### src/rtl/cnvrow_ctrl_pkg.sv
// Shared definitions for the CNVROW row sequencer: FSM encoding, default
// geometry and the log2 helper macro used to size the pixel index.
`ifndef C_LOG_2
`define C_LOG_2(n) (((n) > 1) ? $clog2(n) : 1)
`endif

package cnvrow_ctrl_pkg;

    localparam int LENROW = 16;
    localparam int BLK_W  = 8;
    localparam int ROW_W  = 8;

    typedef enum logic [2:0] {
        ST_IDLE   = 3'd0,
        ST_LOAD   = 3'd1,
        ST_MAC    = 3'd2,
        ST_ACC    = 3'd3,
        ST_ROWEND = 3'd4,
        ST_DONE   = 3'd5
    } state_t;

endpackage

### src/rtl/cnvrow_ctrl_fnh_join.sv
// Sticky collector for the three MACAW finish pulses; all_fnh rises in the
// cycle the last outstanding finish arrives, and the flags clear themselves.
module fnh_join (
    input  logic clk,
    input  logic rst,
    input  logic en,
    input  logic clr,
    input  logic fnh0,
    input  logic fnh1,
    input  logic fnh2,
    output logic all_fnh
);
    import cnvrow_ctrl_pkg::*;

    logic [2:0] flag_q;
    logic [2:0] hit;

    assign hit     = flag_q | {fnh2, fnh1, fnh0};
    assign all_fnh = en & (&hit);

    // Repeated finishes just re-set an already set flag, so duplicates are harmless.
    always_ff @(posedge clk) begin
        if (rst || clr || all_fnh) begin
            flag_q <= 3'b000;
        end else if (en) begin
            flag_q <= hit;
        end
    end

endmodule

### src/rtl/cnvrow_ctrl.sv
// Row sequencer for one CNVROW convolution-row datapath: walks blocks per pixel,
// pixels per row and rows per job, issuing MACAW starts and psum-shift pulses.
module cnvrow_ctrl #(
    parameter int LENROW = cnvrow_ctrl_pkg::LENROW,
    parameter int BLK_W  = cnvrow_ctrl_pkg::BLK_W,
    parameter int ROW_W  = cnvrow_ctrl_pkg::ROW_W
) (
    input  logic                          clk,
    input  logic                          rst,
    input  logic                          CTRL_Sta,
    input  logic [BLK_W-1:0]              CfgNumBlk,
    input  logic [ROW_W-1:0]              CfgNumRow,
    input  logic                          BUF_Rdy,
    input  logic                          PsumIn_Vld,
    input  logic                          MACPEC_Fnh0,
    input  logic                          MACPEC_Fnh1,
    input  logic                          MACPEC_Fnh2,
    output logic                          PECMAC_Sta,
    output logic                          PECCNV_PlsAcc,
    output logic                          PECCNV_FnhRow,
    output logic                          BUF_Req,
    output logic [ROW_W-1:0]              RowIdx,
    output logic [`C_LOG_2(LENROW)-1:0]   PixIdx,
    output logic [BLK_W-1:0]              BlkIdx,
    output logic                          PsumOut_Vld,
    output logic                          CTRL_Busy,
    output logic                          CTRL_Fnh
);
    import cnvrow_ctrl_pkg::*;

    localparam int PIX_W = `C_LOG_2(LENROW);

    state_t             state_q, state_d;
    logic [BLK_W-1:0]   num_blk_q, blk_q;
    logic [ROW_W-1:0]   num_row_q, row_q;
    logic [PIX_W-1:0]   pix_q;
    logic               sta_q;
    logic               all_fnh;
    logic               blk_last, pix_last, row_last;

    fnh_join u_fnh_join (
        .clk     (clk),
        .rst     (rst),
        .en      (state_q == ST_MAC),
        .clr     (state_q != ST_MAC),
        .fnh0    (MACPEC_Fnh0),
        .fnh1    (MACPEC_Fnh1),
        .fnh2    (MACPEC_Fnh2),
        .all_fnh (all_fnh)
    );

    // Comparisons use >= so a counter can never run past its configured limit.
    assign blk_last = (blk_q >= num_blk_q - BLK_W'(1));
    assign pix_last = (pix_q >= PIX_W'(LENROW - 1));
    assign row_last = (row_q >= num_row_q - ROW_W'(1));

    always_ff @(posedge clk) begin
        if (rst) begin
            state_q <= ST_IDLE;
        end else begin
            state_q <= state_d;
        end
    end

    always_comb begin
        state_d = state_q;
        case (state_q)
            ST_IDLE:   if (CTRL_Sta)   state_d = ST_LOAD;
            ST_LOAD:   if (BUF_Rdy)    state_d = ST_MAC;
            ST_MAC:    if (all_fnh)    state_d = blk_last ? ST_ACC : ST_LOAD;
            ST_ACC:    if (PsumIn_Vld) state_d = pix_last ? ST_ROWEND : ST_LOAD;
            ST_ROWEND:                 state_d = row_last ? ST_DONE : ST_LOAD;
            ST_DONE:                   state_d = ST_IDLE;
            default:                   state_d = ST_IDLE;
        endcase
    end

    // A zero block/row count is latched as one so every job makes progress.
    always_ff @(posedge clk) begin
        if (rst) begin
            num_blk_q <= '0;
            num_row_q <= '0;
            blk_q     <= '0;
            pix_q     <= '0;
            row_q     <= '0;
            sta_q     <= 1'b0;
        end else begin
            sta_q <= (state_q == ST_LOAD) && BUF_Rdy;
            case (state_q)
                ST_IDLE: begin
                    if (CTRL_Sta) begin
                        num_blk_q <= (CfgNumBlk == '0) ? BLK_W'(1) : CfgNumBlk;
                        num_row_q <= (CfgNumRow == '0) ? ROW_W'(1) : CfgNumRow;
                        blk_q     <= '0;
                        pix_q     <= '0;
                        row_q     <= '0;
                    end
                end
                ST_MAC: begin
                    if (all_fnh && !blk_last) begin
                        blk_q <= blk_q + BLK_W'(1);
                    end
                end
                ST_ACC: begin
                    if (PsumIn_Vld) begin
                        blk_q <= '0;
                        if (!pix_last) begin
                            pix_q <= pix_q + PIX_W'(1);
                        end
                    end
                end
                ST_ROWEND: begin
                    pix_q <= '0;
                    if (!row_last) begin
                        row_q <= row_q + ROW_W'(1);
                    end
                end
                default: begin
                end
            endcase
        end
    end

    assign PECMAC_Sta    = sta_q;
    assign BUF_Req       = (state_q == ST_LOAD);
    assign PECCNV_PlsAcc = (state_q == ST_ACC) && PsumIn_Vld;
    assign PECCNV_FnhRow = (state_q == ST_ROWEND);
    assign CTRL_Fnh      = (state_q == ST_DONE);
    assign CTRL_Busy     = (state_q == ST_LOAD) || (state_q == ST_MAC) ||
                           (state_q == ST_ACC)  || (state_q == ST_ROWEND);
    // Row 0 shifts out the previous job's leftovers, so only later rows are real.
    assign PsumOut_Vld   = PECCNV_PlsAcc && (row_q != '0);
    assign RowIdx        = row_q;
    assign PixIdx        = pix_q;
    assign BlkIdx        = blk_q;

endmodule

### config.mk
export PLATFORM = sky130hd
export DESIGN_NAME = cnvrow_ctrl
export DESIGN_NICKNAME = d
export VERILOG_FILES = /design/src/rtl/cnvrow_ctrl_pkg.sv /design/src/rtl/cnvrow_ctrl_fnh_join.sv /design/src/rtl/cnvrow_ctrl.sv
export SDC_FILE = /design/constraint.sdc
export NUM_CORES = 1
export LEC_CHECK = 0
export CORE_ASPECT_RATIO = 0.5
export CORE_UTILIZATION = 52
export CTS_CLUSTER_DIAMETER = 150
export CTS_CLUSTER_SIZE = 25
export DETAILED_ROUTE_END_ITERATION = 6
export HOLD_SLACK_MARGIN = 0.12
export PLACE_DENSITY_LB_ADDON = 0.25
export SLEW_MARGIN = 10
export SYNTH_ARGS = -nofsm -noshare
export SYNTH_HDL_FRONTEND = slang
export SYNTH_SLANG_ARGS = --single-unit
### constraint.sdc
create_clock -name clk -period 3.45 [get_ports clk]
set_clock_uncertainty 0.1 [all_clocks]
set_input_delay 1.035 -clock clk [delete_from_list [all_inputs] [get_ports clk]]
set_output_delay 1.035 -clock clk [all_outputs]
set_load 0.005 [all_outputs]
## Word level (Yosys, flattened, before mapping)

Index checks and enable logic that the tools add are counted.

| cells by class | value |
|---|---|
| reduce and logical (&&, ||, !) cells | 23 |
| add/subtract/negate cells | 5 |
| order comparisons | 3 |
| multiplexer cells | 20 |
| bitwise operators | 2 |
| equal/unequal tests | 13 |

Operator list:

| operator | count |
|---|---|
| two-way mux 8 bit | 6 |
| case mux 8 bit (3 select lines) | 1 |
| two-way mux 3 bit | 6 |
| adder 8 x 1 -> 8 bit (second input constant) | 2 |
| >= comparator 8 bit | 2 |
| zero test 8 bit | 2 |
| case mux 8 bit (2 select lines) | 1 |
| subtractor 8 x 1 -> 8 bit (second input constant) | 2 |
| case mux 3 bit (5 select lines) | 1 |
| != test 2 bit (second input constant) | 7 |
| two-way mux 4 bit | 3 |
| case mux 4 bit (3 select lines) | 1 |
| AND reduction 4 bit | 3 |
| nonzero test 8 bit | 1 |
| == test 3 x 2 -> 1 bit (second input constant) | 2 |
| == test 3 bit (second input constant) | 2 |
| AND reduction 3 bit | 2 |
| nonzero test 3 bit | 2 |
| logical OR 1 bit | 5 |
| adder 4 x 1 -> 4 bit (second input constant) | 1 |
| >= comparator 4 bit (second input constant) | 1 |
| logical AND 1 bit | 4 |
| == test 3 x 1 -> 1 bit (second input constant) | 1 |
| zero test 3 bit | 1 |
| 7 further kinds | 7 |

| word-level totals | value |
|---|---|
| register bits after elaboration | 43 |
| output and inout bits | 27 |

## Depth between registers and ports, before layout

Gate-level depths: netlist (run 1).

| depth | value |
|---|---|
| word-level depth | 6 |
| gate-level depth with buffers | 12 |
| gate-level depth less buffers | 11 |

## Hierarchy

A second synthesis (run 1) with hierarchy kept.

| second synthesis, totals | value |
|---|---|
| cells, all modules | 326 |
| area, all modules | 2,605.0 µm² |

Modules (own cells, without submodules):

| module | instances | cells an instance | seq. area each (µm²) | area each (µm²) |
|---|---|---|---|---|
| cnvrow_ctrl | 1 | 314 | 800.8 | 2,474.9 |
| fnh_join | 1 | 12 | 60.1 | 130.1 |

## Worst setup path before layout (run 1)

No wires, ideal clock.

| timing | value |
|---|---|
| path kind | reg-to-reg |
| from | reg num_blk_q[2] |
| to | reg blk_q[7] (netlist: BlkIdx[7]) |
| arrival time | 2.389 ns |
| setup slack | 0.899 ns |
| stages on the path, launching flop included | 11 |
| setup time | 0.062 ns |
| cells stage by stage | dfxtp_1 nor4_1 nand2_1 xor2_1 ha_1 a21oi_1 o21a_1 clkbuf_1 nand4_1 or4b_1 nand3_1 |

| between the ends | value |
|---|---|
| word-level cells in the longest chain between the ends | 6 |

Ends and longest elaborated chain:

| element | line | source |
|---|---|---|
| from (decl) | cnvrow_ctrl.sv:34 | `logic [BLK_W-1:0] num_blk_q, blk_q;` |
| from (signal assigned) | cnvrow_ctrl.sv:92 | `num_blk_q <= (CfgNumBlk == '0) ? BLK_W'(1) : CfgNumBlk;` |
| subtractor 8 x 1 -> 8 bit | cnvrow_ctrl.sv:53 | `assign blk_last = (blk_q >= num_blk_q - BLK_W'(1));` |
| >= comparator 8 bit | cnvrow_ctrl.sv:53 |  |
| zero test 1 bit | cnvrow_ctrl.sv:100 | `if (all_fnh && !blk_last) begin` |
| logical AND 1 bit | cnvrow_ctrl.sv:100 |  |
| != test 2 bit (no line) | - |  |
| AND reduction 4 bit (no line) | - |  |
| to (signal assigned) | cnvrow_ctrl.sv:101 | `blk_q <= blk_q + BLK_W'(1);` |
| to (decl) | cnvrow_ctrl.sv:34 |  |

No other way between the ends.
A chain may end at the register's enable or synchronous reset.

## Final worst setup path (run 1)

| timing | value |
|---|---|
| from | in PsumIn_Vld |
| to | out PECCNV_PlsAcc |

| between the ends | value |
|---|---|
| word-level cells in the longest chain between the ends | 1 |

Ends and longest elaborated chain:

| element | line | source |
|---|---|---|
| from (decl) | cnvrow_ctrl.sv:14 | `input logic PsumIn_Vld,` |
| logical AND 1 bit | cnvrow_ctrl.sv:126 | `assign PECCNV_PlsAcc = (state_q == ST_ACC) && PsumIn_Vld;` |
| to (decl) | cnvrow_ctrl.sv:19 | `output logic PECCNV_PlsAcc,` |

No other way between the ends.

==> results of run 1 <==
-- through the flow --
step / instances / setup WS [ns]
2_1_floorplan: 331 / 0.899
3_3_place_gp: 442 / -0.136
3_5_place_dp: 442 / -0.144
4_1_cts: 451 / 0.0889
5_1_grt: 451 / 0.0326
6_report: 451 / 0.0887
-- flip-flops by register name, indices dropped and copies added (netlist names) --
signal / count
u_fnh_join.flag_q: 3
state_q: 3
num_blk_q: 8
BlkIdx: 8
PixIdx: 4
RowIdx: 8
num_row_q: 8
PECMAC_Sta: 1
-- critical path, delay by kind of cell --
kind / cells / cell delay [ns]
buffers and inverters: 4 / 1.02
and+or+nand+nor: 1 / 0.18
-- where the power goes --
part	internal, W	total, W	switching (W)	leakage, nW
combinational	0.000130	0.000274	0.000144	0.947
clock	0.000183	0.000355	0.000172	0.0515
sequential	0.000515	0.000541	0.0000256	0.350
total	0.000829	0.00117	0.000341	1.35
-- placed cells by master (no fill, tap or decap), types with 3 or more instances in the layout --
cell and count:
sky130_fd_sc_hd__a2111oi_0 6, sky130_fd_sc_hd__a211o_1 5, sky130_fd_sc_hd__a211oi_1 6, sky130_fd_sc_hd__a21o_1 3, sky130_fd_sc_hd__a21oi_1 22, sky130_fd_sc_hd__a31oi_1 8, sky130_fd_sc_hd__and3_1 13, sky130_fd_sc_hd__buf_4 5
sky130_fd_sc_hd__clkbuf_8 7, sky130_fd_sc_hd__clkdlybuf4s50_1 48, sky130_fd_sc_hd__dfxtp_1 43, sky130_fd_sc_hd__ha_1 22, sky130_fd_sc_hd__inv_1 12, sky130_fd_sc_hd__nand2_1 54, sky130_fd_sc_hd__nand3_1 10, sky130_fd_sc_hd__nand4_1 4
sky130_fd_sc_hd__nor2_1 19, sky130_fd_sc_hd__nor2b_1 4, sky130_fd_sc_hd__nor3_1 14, sky130_fd_sc_hd__nor4_1 4, sky130_fd_sc_hd__o211ai_1 4, sky130_fd_sc_hd__o21ai_0 9, sky130_fd_sc_hd__o31ai_1 3, sky130_fd_sc_hd__xnor2_1 10
sky130_fd_sc_hd__xor2_1 6
-- cell type report --
cell class                 instances  area [um^2]
multi-input combinational        262         1730
fill                             414         1600
sequential                        43          861
timing repair buffer              55          536
clock buffer                       8          100
tap                               70         87.6
inverter                          13         48.8
-- Yosys cell counts, types with 3 or more instances --
library cell	instances	area, um^2
sky130_fd_sc_hd__inv_1	12	45.0
sky130_fd_sc_hd__o31ai_1	3	22.5
sky130_fd_sc_hd__ha_1	22	275
sky130_fd_sc_hd__nand4_1	4	25.0
sky130_fd_sc_hd__nor3_1	14	70.1
sky130_fd_sc_hd__o211ai_1	4	30.0
sky130_fd_sc_hd__nor2b_1	4	25.0
sky130_fd_sc_hd__dfxtp_1	43	861
sky130_fd_sc_hd__nand2_1	54	203
sky130_fd_sc_hd__nor2_1	19	71.3
sky130_fd_sc_hd__a31oi_1	8	50.1
sky130_fd_sc_hd__o21ai_0	9	45.0
sky130_fd_sc_hd__a21o_1	3	22.5
sky130_fd_sc_hd__clkbuf_1	7	26.3
sky130_fd_sc_hd__xor2_1	6	52.6
sky130_fd_sc_hd__a211o_1	5	43.8
sky130_fd_sc_hd__and3_1	13	81.3
sky130_fd_sc_hd__nor4_1	4	25.0
sky130_fd_sc_hd__a211oi_1	6	45.0
sky130_fd_sc_hd__buf_2	3	15.0
sky130_fd_sc_hd__xnor2_1	10	87.6
sky130_fd_sc_hd__a2111oi_0	6	52.6
sky130_fd_sc_hd__a21oi_1	23	115
sky130_fd_sc_hd__nand3_1	10	50.1
-- worst paths after layout --
kind	startpoint	endpoint	slack, ns
max reg2reg	num_blk_q[2]$_SDFFE_PP0P_	BlkIdx[7]$_SDFFE_PP0P_	0.73
max	PsumIn_Vld	PECCNV_PlsAcc	0.09
min reg2reg	num_blk_q[7]$_SDFFE_PP0P_	num_blk_q[7]$_SDFFE_PP0P_	0.38
min	num_blk_q[7]$_SDFFE_PP0P_	num_blk_q[7]$_SDFFE_PP0P_	0.38
-- layer usage --
metal / global-route usage, % / vias to the layer above / routed length [um]
li1: - / 1310 / -
met1: 30.6 / 1205 / 3030
met2: 40.8 / 86 / 3040
met3: 5.79 / 6 / 457
met4: 8.57 / 0 / 48
met5: 0 / - / 0
-- what timing repair did --
action / in CTS / in global routing
buffers inserted: 1 / 0
setup endpoints to repair: 2 / 0
gates resized for setup: 3 / 0
-- cells by family after synthesis --
| kind of cell | count (synthesis) | share of synthesized area (%) |
|---|---|---|
| AOI/OAI and AO/OA | 83 | 22.1 |
| adders and majority gates | 22 | 10.2 |
| DFF | 43 | 31.9 |
| and+or+nand+nor | 140 | 26.0 |
| xor gates and xnor gates | 16 | 5.19 |
| buffers and inverters | 26 | 4.31 |
| muxes | 1 | 0.371 |
==> flow_results.org, run 1 <==
** Outcome
- The run finished with clean final reports.

** Timing
- Number of max-slew violations in the final report :: 0
- Number of setup violations in the final report :: 0
- The worst path uses about 97% of the clock period.
- Count of final hold-check violations :: 0
- RSZ-0062 raised after global routing :: no
- Measured against its own limit, the worst slew margin works out to around half.
- Worst Hold Slack :: 0.381 ns
- Sum of negative setup slack :: 0 ns
- Static timing analysis puts the maximum clock frequency at ~0.30 GHz.
- Pin slew with the least headroom to its limit :: 0.742 ns
- Fin crit period :: approximately 3.4 ns

** Place
- Final GP Congestion :: roughly 0.9
- Dpl cell area :: 3250 um^2
- Sum of net half-perimeters after detailed placement :: between 4 and 5 mm
- In this run the tool buffered the top-level ports with 50 buffer cells.

** Detailed routing
- The final route contains ~2600 vias.
- In this run, the number of DRC markers left after iteration 0 of detailed routing was between 80 and 90.
- Final ANT Viol Nets :: 0
- The final layout contains routed wiring with a total length of 6.58 mm.
- Routed length per instance :: about 15 um
- Remaining design rule violation count :: 0
- Before antenna repair, the detailed router went through 4 iterations.
- DR vias/cell :: 5.78

** Floorplan
- Width of the chip :: ~100 um
- Placeable core area :: 4950 um^2
- Pin placement for this block handled 51 I/O pins.
- From bottom edge to top edge, the die measures between 50 and 60 um.
- Row Count :: 18
- The die covers 5500 um^2.
- Effective utilization at floorplan :: 54.5%

** Setup path
- The worst setup path is launched from an input port.
- Number of cells on the worst reg-to-reg path :: 9
- Worst path max stage delay :: 0.50 ns
- The slowest stage of the critical path is the sky130_fd_sc_hd__clkdlybuf4s50_1 cell.
- Data arrives at the worst endpoint at 2.23 ns.
- Kind of end point of the critical path :: output pin
- WP data required :: ~2.3 ns
- Critical-path cell list :: clkdlybuf4s50_1 -> nand4b_1 -> buf_4 -> inv_1 -> dlygate4sd2_1
- Worst setup path class :: in2out
- CP Max Fanout :: 3

** Global route
- The first global-routing pass estimated between 10 and 15 mm of wire.
- Leftover overflow at the end of global routing :: 0
- Global Route Usage Sum :: between 20% and 30%
- Pin count of the biggest net entering global routing :: 25
- Antenna violations before repair :: 0
- Number of global-route vias before repair :: around 2300

** CTS
- CTS max path bufs :: 2
- The H-tree was split into 2 levels.
- Root Buffer :: sky130_fd_sc_hd__clkbuf_8
- CTS Sinks :: 43
- Clock-pin slew was measured on the worst setup and hold paths at ~0.080 ns.
- TritonCTS built the clock tree.
- Clock tree synthesis inserted a total of 5 buffers.
- Buffers inserted to repair hold after CTS numbered 0.
- For the worst-skew pair, the clock arrives at the later sink with an insertion delay of about 0.29 ns.

** Synth
- The cell count after synthesis came out at about 330.
- In this run, synthesis inferred 0 flip-flops with an integrated enable.
- Area of the mapped netlist :: 2700 um^2
- Averaged over all synthesized cells, the footprint is slightly above 8 um^2.
- Counting every net in the synthesized netlist gives roughly 380.
- Part of the Yosys area used for sequential elements :: between 30% and 40%
- During synthesis, Yosys emitted a total of 0 warnings.
- Primary FF master, synth :: sky130_fd_sc_hd__dfxtp_1
- In the synthesized netlist the async set-or-reset flop fraction comes to 0%.
- The synthesized netlist contains between 50 and 60 unique library cells.
- Number of flip-flops and latches in the synthesized netlist :: 43

** Worst hold path
- Worst Hold Depth :: 2
- In this run the worst hold path is classified as reg2reg.

** Pwr
- Power, Total :: approximately 0.0012 W
- VDD sags by at most 0.000214 V.
- Power per cell area :: approximately 350 nW/um^2
- Leakage power summed over all cells :: ~1.3 nW

** Finish
- Cells with a size suffix above 1 make up 6.82% of the layout.
- After routing the design area is ~3400 um^2.
- At the end of the flow the core is filled with cells to between 60% and 70%.
- Final nets :: ~430
- The area growth from synthesis to layout is 24.4%.
- Antenna diode count :: 0

** Job
- Max-cap violations in this run came to 0.
Power figures use the tool's default switching activity.
==> run 2, diff against run 1 <==
CORE_UTILIZATION = 56   (was 52)
clock period = 4.4 ns   (was 3.45 ns; I/O delays follow)
==> run 2 against run 1 <==
Sequential cell count did not move. Total power decreased by 25%. Sequential power down 22%. Clock-buffer cell count is 2 lower. First-iteration DRC count increased by 51%. Clock power fell by 34%. Setup slack improved by 0.049 ns. Critical path depth decreased by 1. Die area fell by 6.9%. Register-to-register slack better by 0.95 ns. Final area decreased by 1.9%. Global-route usage is 2.9 points higher. Largest power group unchanged. Highest routed layer unchanged.
==> flow_results.org, run 2 (synthesis gave the netlist of run 1 again) <==
** Worst hold path
- Worst min-delay path category :: reg2reg

** Setup path
- STA classifies the critical path startpoint as an input port.
- The worst setup path is captured at an output pin.
- CP arrival :: between 2 and 3 ns
- Worst setup path class :: in2out
- Flop-to-flop setup slack :: approximately 1.7 ns
- In this run the worst path has a maximum fanout of 3.
- STA puts the critical path data required time at ~3.0 ns.

** Pwr
- The analysis attributes to cell leakage a power of between 1 and 1.5 nW.
- Maximum resistive drop on vdd :: ~0.00012 V
- Power, Total :: 0.000878 W
- The clock network burns 26.9% of the power.
- For this design the total switching power over the nets is 0.000266 W.
- Switch share :: 30.3%
- Power per cell area :: ~270 nW/um^2
- Relative contribution of combinational cells to total power :: between 20 and 25%
- Fraction of power consumed by sequential logic :: between 40% and 50%
- Cell Int Power :: 0.000612 W

** Floorplan
- Effective utilization at floorplan :: approximately 60%
- The floorplan step set the die width to 100 um.
- Placeable core area :: 4510 um^2
- 51 I/O pins were placed.
- The floorplan step set the die height to a little over 50 um.
- The floorplan has 17 rows.
- Die Area :: between 5000 and 6000 um^2

** Timing
- For the pin with the worst max-slew slack, the measured transition is ~0.71 ns.
- Sum of negative setup slack :: 0 ns
- Setup violations remaining at the end of the flow were counted as 0.
- Normalized max-slew margin :: roughly 52%
- The clock period could shrink to 4.26 ns.
- Worst Hold Slack :: ~0.37 ns
- Static timing analysis puts the maximum clock frequency at around 0.23 GHz.
- Crit path setup slack, layout :: 0.138 ns
- The total count of hold-check failures in the final report was 0.
- Share of the clock period used by the worst path after layout :: between 90% and 100%
- Setup repair after global routing left no endpoint under its margin.
- Number of max-slew violations in the final report :: 0

** Global route
- Entering global routing, the biggest net connects 26 pins.
- The first global-routing pass estimated ~11 mm of wire.
- Global routing used 34.8% of the available met1 tracks.
- GR peak layer :: met2
- Global routing consumed, on the met2 layer, a little under half of the routing resources.
- For met3 alone, demand over resource in global routing was under 10%.
- The number of global-route vias before repair is 2398.
- The total overflow left after global routing is 0.
- Global Route Usage Sum :: ~27%
- Antenna violations before repair :: 0

** Finish
- The repair_antennas step left the layout with diodes totalling 0.
- Most common library cell in the layout ignoring fill and taps :: sky130_fd_sc_hd__nand2_1
- The finished layout holds between 400 and 500 standard cells, fillers aside.
- After the last flow step, the layout net total stands at approximately 420.
- Top library cells by usage in the layout, fill and taps aside :: sky130_fd_sc_hd__nand2_1 (54), sky130_fd_sc_hd__clkdlybuf4s50_1 (50), sky130_fd_sc_hd__dfxtp_1 (43)
- The area growth from synthesis to layout is 22.1%.
- The post-route netlist has a little over 5% of its cells at a drive strength greater than 1.

** Place
- DP Cell Count :: between 400 and 500
- Setup Slack @ Placement :: 0.171 ns
- Once detailed placement completed, the half-perimeter wirelength came to 4.79 mm.
- Input and output buffers added on the ports amount to 50.
- The congestion estimate from routability-driven global placement came to 0.858.

** CTS
- Clock tree synthesis found a total of 43 sinks.
- CTS H-tree lvls :: 2
- Clock latency on the worst-skew pair :: approximately 0.3 ns
- Count of hold-fix buffers inserted at cts :: 0
- TritonCTS built the clock tree.
- After clock tree synthesis, the clock-pin slew on the worst setup and hold paths is around 0.080 ns.
- Postcts setup bufs :: 0
- Buffers inserted during clock tree synthesis total 5.
- Clock tree synthesis selected as its root buffer the cell sky130_fd_sc_hd__clkbuf_8.
- After clock tree synthesis, the repair step resized 0 gates.
- CTS max path bufs :: 2

** Detailed routing
- For this block, the via count after detailed routing is between 2000 and 3000.
- The first detailed-routing pass ran for 4 iterations.
- The detail route stage leaves a number of antenna-violating nets equal to 0.
- Number of DRC violations after detailed-routing iteration 0 :: between 100 and 150
- Remaining design rule violation count :: 0
- After detailed routing, the number of vias per cell comes to 5.91.
- Routed wire length :: 6.49 mm
- After detailed routing, the average wire length per cell comes to ~15 um.

** Outcome
- Status :: completed

** Job
- Maxcap violations :: 0
## run 2: cell types whose count changed in the layout (fill, tap and decap cells not counted), sizes merged
cell           previous run  this run
buf                       5         1
clkbuf                    8         6
clkdlybuf4s50            48        50
dlygate4sd2               2         0
## run 2: layout make-up
class                           count  area, um^2
Clock buffer                        6        72.6
Multi-Input combinational cell    262        1720
Tap cell                           66        82.6
Inverter                           13        48.8
Timing Repair Buffer               51         508
Fill cell                         364        1210
Sequential cell                    43         861
## run 2: final timing paths
path,startpoint,to,depth (start not counted)
worst max-delay path,PsumIn_Vld,PsumOut_Vld,4
worst min-delay path,num_blk_q[7]$_SDFFE_PP0P_,num_blk_q[7]$_SDFFE_PP0P_,2
worst min register to register,num_blk_q[7]$_SDFFE_PP0P_,num_blk_q[7]$_SDFFE_PP0P_,2
worst max register to register,num_blk_q[2]$_SDFFE_PP0P_,BlkIdx[7]$_SDFFE_PP0P_,9
## run 2: stage by stage
step | utilization, % | area [um^2]
detailed placement | 71.5 | 3220
global route | 73.1 | 3300
CTS | 73.1 | 3300
finish | 73.1 | 3300
floorplan | - | 2700
global placement | 71.5 | 3220
## run 2: metal layers
layer | up-vias | routed length, um
met3 | 8 | 326
met2 | 80 | 2990
met4 | 0 | 53
li1 | 1304 | -
met1 | 1214 | 3120
met5 | - | 0
## run 2: power groups by stage
stage / sequential, W / combinational [W] / clock, W
final: 0.000424 / 0.000218 / 0.000236
after detailed placement: 0.000433 / 0.000213 / 0
after CTS: 0.000424 / 0.000216 / 0.000242
after floorplan: 0.000426 / 0.000155 / 0
after global routing: 0.000427 / 0.000243 / 0.000254
after global placement: 0.000432 / 0.000201 / 0
## run 2: worst max-delay path, stage by stage
cell and delay (ns):
sky130_fd_sc_hd__clkdlybuf4s50_1 0.50, sky130_fd_sc_hd__nand4b_1 0.23, sky130_fd_sc_hd__a21oi_1 0.26, sky130_fd_sc_hd__clkdlybuf4s50_1 0.53
==> edit: new RTL, config.mk and constraints of run 2 <==
The 6 states of `state_t` get a one-hot encoding in 6 bits.
--- a/src/rtl/cnvrow_ctrl_pkg.sv
+++ b/src/rtl/cnvrow_ctrl_pkg.sv
@@ -11,11 +11,11 @@
     localparam int ROW_W  = 8;
 
-    typedef enum logic [2:0] {
-        ST_IDLE   = 3'd0,
-        ST_LOAD   = 3'd1,
-        ST_MAC    = 3'd2,
-        ST_ACC    = 3'd3,
-        ST_ROWEND = 3'd4,
-        ST_DONE   = 3'd5
+    typedef enum logic [5:0] {
+        ST_IDLE   = 6'b000001,
+        ST_LOAD   = 6'b000010,
+        ST_MAC    = 6'b000100,
+        ST_ACC    = 6'b001000,
+        ST_ROWEND = 6'b010000,
+        ST_DONE   = 6'b100000
     } state_t;
 
Check against the original RTL: no difference found for any inputs over 10 cycles, from zero or initial values and one cycle with rst high; not proved beyond that.
==> edit against run 2 <==
Wire length increased by 5.6%. Critical path depth unchanged. Area after synthesis increased by 2.9%. Largest cell class unchanged. Non-clock buffer count increased by 1. Setup slack improved by 0.067 ns. Cell area increased by 2.7%. First-iteration DRC count decreased by 7.3%. Critical endpoint unchanged. Sequential cell count increased by 3. Fmax increased by 1.6%.
Power is not compared: it rests on default switching activity, and its combinational part moved more than twofold at a synthesized area within 25%.
==> edit: results <==
group,metric,value,unit
drt,wirelength,6860,um
setup_path,crit_fanout,5,
global_route,use_met2,0.471,
setup_path,max_stage_delay,0.55,ns
power,total_power,1.30,mW
setup_path,cp-endpoint,"PsumOut_Vld",
setup_path,reg2reg_slack,1.31,ns
placement,post-place-ws,0.186,ns
synth,async_flop_share,0,
global_route,antenna_found_initial,0,
drt,drt_iter0_drc,115,
drt,met1Wirelength,3050,um
sta,max_slew_margin,0.524,
power,p_sw,495,uW
global_route,grt_pass1_wl,11300,um
drt,routed.top_layer,"met4",
cells_and_area,fill_cells,362,
placement,dp_hpwl,4960,um
placement,dp.cells,447,
clock_network,post_cts.repair.setup_buffers,0,
sta,period_needed,4.19,ns
global_route,grt_max_degree,43,
synth,synth_nets,391,
synth,yosysUniqueCellTypes,56,
sta,hold-worst-slack,0.377,ns
placement,place_congestion,0.852,
global_route,grt_use_total,0.279,
run_status,status,"complete, no violations",
drt,dr.pass1.iters,5,
global_route,grt_pass1_vias,2401,
cells_and_area,post_route_cells_drive_above_1_share,0.0463,
synth,synth_top_area_frac,0.332,
min_path,min_path_cells,2,
min_path,hold_class,"reg -> reg",
min_path,hp-start,"num_blk_q[7]$_SDFFE_PP0P_",
drt,wl_met2,3250,um
placement,placedInstanceArea,0.00329,sq mm
drt,viasPerCell,6.02,
setup_path,cpMaxStageDelayCell,"clkdlybuf4s50_1",
synth,syn_avg_cell_area,8.05,sq um
synth,synth.top_cells.by_count,"dfxtp_1 (46), nand2_1 (46), a21oi_1 (37)",
synth,ys_seq_area_frac,0.332,
setup_path,r2r-start,"num_row_q[2]$_SDFFE_PP0P_",
clock_network,insertion_delay,0.31,ns
global_route,use_met3,0.0685,
drt,vias,2739,
clock_network,clk_path_buf_depth,2,
drt,met3_length,478,um
cells_and_area,layout.nets,434,
synth,synth.area.top_cells,"dfxtp_1 (33%), ha_1 (9.9%), a21oi_1 (6.7%)",
setup_path,rr_worst_depth,10,
setup_path,rr_endpoint,"RowIdx[5]$_SDFFE_PP0P_",
global_route,grtUsageMet1,0.356,
setup_path,worstPathArrival,2.77,ns
-- edit: cell count changes after synthesis, moves of 6 or more --
cell	run 2	this run
a21oi_1	23	37
or3_1	2	8
and3_1	13	5
nand2_1	54	46
o21ai_0	9	3
o21ai_1	0	6
-- edit: area by class of cell --
| class | instances | area (sq um) | area share |
|---|---|---|---|
| clock buffers | 6 | 82.6 | 0.0244 |
| clock inverters | 2 | 12.5 | 0.00370 |
| inverters | 15 | 56.3 | 0.0166 |
| multi-input cells | 268 | 1720 | 0.507 |
| flip-flops and latches | 46 | 921 | 0.272 |
| well taps | 66 | 82.6 | 0.0244 |
| repair buffers | 52 | 515 | 0.152 |
-- edit: kinds of logic after synthesis --
logic type               synth area share
AND/OR/NAND/NOR                     0.272
AO/OA/AOI/OAI                       0.189
flip-flops                          0.332
buffers and inverters              0.0509
adder cells (fa/ha/maj)            0.0991
XOR/XNOR                           0.0505
multiplexers                      0.00721
